**config.mk**
```make
export PLATFORM = sky130hd
export DESIGN_NAME = rv_register_file
export DESIGN_NICKNAME = d
export VERILOG_FILES = /design/src/rtl/rv_register_file.sv
export SDC_FILE = /design/constraint.sdc
export NUM_CORES = 2
export LEC_CHECK = 0
export ABC_AREA = 0
export CORE_ASPECT_RATIO = 1.75
export CORE_MARGIN = 2
export CORE_UTILIZATION = 40
export DETAILED_ROUTE_END_ITERATION = 12
export GPL_TIMING_DRIVEN = 0
export PLACE_DENSITY = 0.64
export SETUP_SLACK_MARGIN = 0.05
export SYNTH_ARGS = -nofsm -noshare
export SYNTH_HDL_FRONTEND = slang
export SYNTH_SLANG_ARGS = --single-unit
```
**constraint.sdc**
```tcl
create_clock -name clk -period 2.5 [get_ports clk]
set_input_delay 0.375 -clock clk [delete_from_list [all_inputs] [get_ports clk]]
set_output_delay 0.375 -clock clk [all_outputs]
set_load 0.01 [all_outputs]
```
**src/rtl/rv_register_file.sv**
```systemverilog
// RV32I integer register file: 32 x XLEN, two combinational read ports, one clocked write port, x0 reads zero.
// Optional `REGFILE_BYPASS_EN forwards the same-cycle write data to a matching read port.
module rv_register_file #(
  parameter int              XLEN      = 32,
  parameter int              NREGS     = 32,
  parameter logic [XLEN-1:0] RESET_VAL = '0
) (
  input  logic            clk,
  input  logic            rst,
  input  logic [4:0]      i_r_reg_num_1,
  input  logic [4:0]      i_r_reg_num_2,
  input  logic [4:0]      i_w_reg_num,
  input  logic [XLEN-1:0] i_w_val,
  input  logic            op,
  output logic [XLEN-1:0] r_reg_1,
  output logic [XLEN-1:0] r_reg_2
);

  logic [XLEN-1:0] regs [NREGS];
  logic            wr_en;

  // x0 and out-of-range indices never hold architectural state.
  function automatic logic idx_live(input logic [4:0] idx);
    return (idx != 5'd0) && (32'(idx) < NREGS);
  endfunction

  assign wr_en = !rst && op && idx_live(i_w_reg_num);

  always_ff @(posedge clk) begin
    if (rst) begin
      for (int i = 0; i < NREGS; i++) regs[i] <= RESET_VAL;
    end else if (wr_en) begin
      regs[i_w_reg_num] <= i_w_val;
    end
  end

  always_comb begin
    r_reg_1 = '0;
    r_reg_2 = '0;
    if (!rst) begin
      if (idx_live(i_r_reg_num_1)) r_reg_1 = regs[i_r_reg_num_1];
      if (idx_live(i_r_reg_num_2)) r_reg_2 = regs[i_r_reg_num_2];
`ifdef REGFILE_BYPASS_EN
      // wr_en already excludes x0 and reset, so forwarding never leaks into x0.
      if (wr_en && (i_r_reg_num_1 == i_w_reg_num)) r_reg_1 = i_w_val;
      if (wr_en && (i_r_reg_num_2 == i_w_reg_num)) r_reg_2 = i_w_val;
`endif
    end
  end

endmodule

```
==> out/results.txt <==
HPWL after DPL -> 159 mm
min Tclk post-route -> 3.17 ns
post-synthesis register bit count -> 1024
# rows -> 178
CP arrival -> 2.80 ns
kind of critical path -> reg -> out
Clk pin slew, worst setup/hold paths -> 0.07 ns
Slowest cell on crit path -> mux4_2
final std cells w/o fill -> 6074
vias in the first global route -> 39500
Least-Margin Pin Slew -> 0.988 ns
worst slack, placed -> -2.19 ns
total core area -> 135000 µm²
Buffers & Inverters on Critical Path -> 1
CTS tree -> yes
WL/cell -> 38.2 µm
Clock Sink Count -> 1024
largest net degree at the start of global routing -> 33
worst hold-check path type -> in -> reg
via count -> 39600
main combinational cell family by area after synthesis -> multiplexers
H-tree depth -> 3
Synth area leader -> edfxtp_1
initial antenna violation count -> 20
Mapped Area -> 54300 µm²
Pins Over Slew Limit -> 0
Final WS setup -> -0.671 ns
Die Wd -> 283 µm
PwrDens -> 632 nW/µm²
XOR/XNOR Fraction of Synth Area -> 0%
worst hold start -> i_w_val[14]
largest cells by area after synthesis -> edfxtp_1 (57%), and2_1 (11%), mux4_2 (9.4%)
MaxCap Viol Count -> 0
Max Buffers Root-to-Sink -> 3
Port Buffers -> 107
Post-Synth Simple-Gate Area -> 14.1%
Placed Cells -> 5834
Initial Utilization -> 40.4%
global-route wire length before repair -> 304 mm
RePlAce Congestion -> 0.979
Mean Syn Cell Area -> 13.9 µm²
mux contribution to synthesized area -> 19.7%
Final setup viols -> 320
CP Launch Type -> flop
setup TNS -> -24.48 ns
gr usage total -> 32.4%
Compound-Gate Fraction of Synth Area -> 5.95%
Netlist cell types -> 49
CTS Buf Count -> 91
Setup crit start -> regs[28][31]
clk root buf -> clkbuf_16
Syn. warnings -> 0
share of post-route cells with drive strength above 1 -> 24.6%
leakage -> 0.0226 µW
# DRC -> 0
Tcrit/Tclk final -> 127%
Top Ports -> 114
height of the chip -> 491 µm
Routed WL -> 232 mm
GRT overflow -> 0
failing checks -> negative setup slack
register area share after synthesis -> 56.6%
CP Cell Sequence -> mux4_2, nand3_2, o211ai_1, nor4_2, o211ai_1, buf_2
unrepaired setup endpoints after global routing -> yes
Hold Vio Cnt, Final -> 0
Via density -> 6.53
Max-slew headroom -> 34.1%
CP top delay family -> compound AO/OA/AOI/OAI gates
outcome -> finished with violations
drt first pass iters -> 6
Largest register FFs -> 1024
Antenna Nets Post-Route -> 0
adder-cell share of the synthesized area -> 0%
die area -> 139000 µm²
drt first-iter violations -> 5770
Syn-to-layout area delta -> 16.9%
CP required -> 2.12 ns
Final #Nets -> 4240
Largest Register -> regs
Syn Inst Count -> 3895
Peak VDD IR -> 582 µV
Largest stage delay, worst path -> 0.49 ns
most frequent CP cell -> o211ai_1
Crit Path Max Fanout -> 2
fmax -> 0.315 GHz
Setup crit end kind -> output pin
Synth top area share -> 56.6%
largest registers -> regs: 1024 flops
report_power, final:
group / switching, µW / total (µW) / internal (µW)
sequential: 502 / 20300 / 19800
clock: 6870 / 14100 / 7280
combinational: 3540 / 5620 / 2070
total: 10900 / 40100 / 29200
worst paths after layout:
path | to | slack, ns | cells past startpoint
setup / recovery | r_reg_2[31] | -0.67 | 6
hold / removal | regs[5][14] | 0.39 | 2
routing by layer:
metal	GRT usage, %	up-vias	share of wire (%)
met3	8.37	1203	11
met5	0	-	0.030
met1	34.8	19800	31
li1	-	15400	-
met2	52.9	3193	47
met4	27.6	10	11
synth_stat cells, drive strengths merged:
cell type / count
and3: 1
a21oi: 4
o211ai: 4
and4: 1
inv: 1
edfxtp: 1024
or4: 2
or3b: 5
a32oi: 1
buf: 142
o22ai: 187
a22o: 1
conb: 1
and3b: 1
nor3: 5
o221ai: 1
nor4b: 1
clkbuf: 271
nand3: 5
nor3b: 3
a22oi: 186
and2: 993
nor2: 39
nand4: 61
mux2i: 473
nor4: 2
mux2: 3
nand2b: 4
or2: 33
o21ai: 64
a31oi: 1
nor2b: 7
a221oi: 30
mux4: 258
or2b: 1
nand3b: 9
nand2: 67
or3: 3
cells by family after synthesis:
family	count (synthesis)
AND/OR/NAND/NOR	1243
buffers and inverters	414
other	1
AO/OA/AOI/OAI	479
flip-flops	1024
multiplexers	734
metrics by stage:
stage	area (µm²)	utilization [%]	power [µW]	hold WS, ns
floorplan	54400	-	23200	0.573
global placement	57700	42.9	25400	1.12
detailed placement	57800	42.9	25500	1.12
CTS	62500	46.5	39500	0.362
global route	63400	47.2	40600	0.427
finish	63500	47.2	40100	0.388
cell usage in the layout, fill, tap and decap left out, types with 18 or more instances in the layout:
cell type / n
edfxtp_1: 1024
and2_1: 992
mux2i_1: 441
mux4_2: 248
o22ai_1: 170
clkbuf_1: 165
a22oi_2: 96
clkbuf_16: 94
a22oi_1: 90
buf_4: 74
buf_2: 69
nand2_1: 67
nand4_1: 61
buf_6: 52
clkbuf_2: 52
or2_4: 49
buf_12: 39
clkdlybuf4s50_1: 38
o21ai_2: 32
conb_1: 32
clkbuf_4: 31
clkbuf_8: 27
o21ai_1: 25
buf_8: 24
mux2i_2: 24
clkinv_1: 23
a221oi_1: 21
clkinv_2: 18
area by class of cell:
type | instances | area [µm²]
antenna | 13 | 32.5
buffer | 406 | 3330
clock buffer | 105 | 2350
clock inverter | 59 | 455
fill | 11900 | 71100
inverter | 1 | 3.75
multi-input combinational | 2507 | 23000
sequential | 1024 | 30700
tap | 1800 | 2250
timing repair buffer | 159 | 1260
what timing repair did:
item	in CTS	in global routing
pin swaps	141	93
hold endpoints to repair	0	0
resized for setup	951	191
gates cloned	9	12
setup endpoints to repair	1620	918
setup buffers	19	30
hold buffers	0	0
Note: power is estimated with default switching activity, not from simulation.
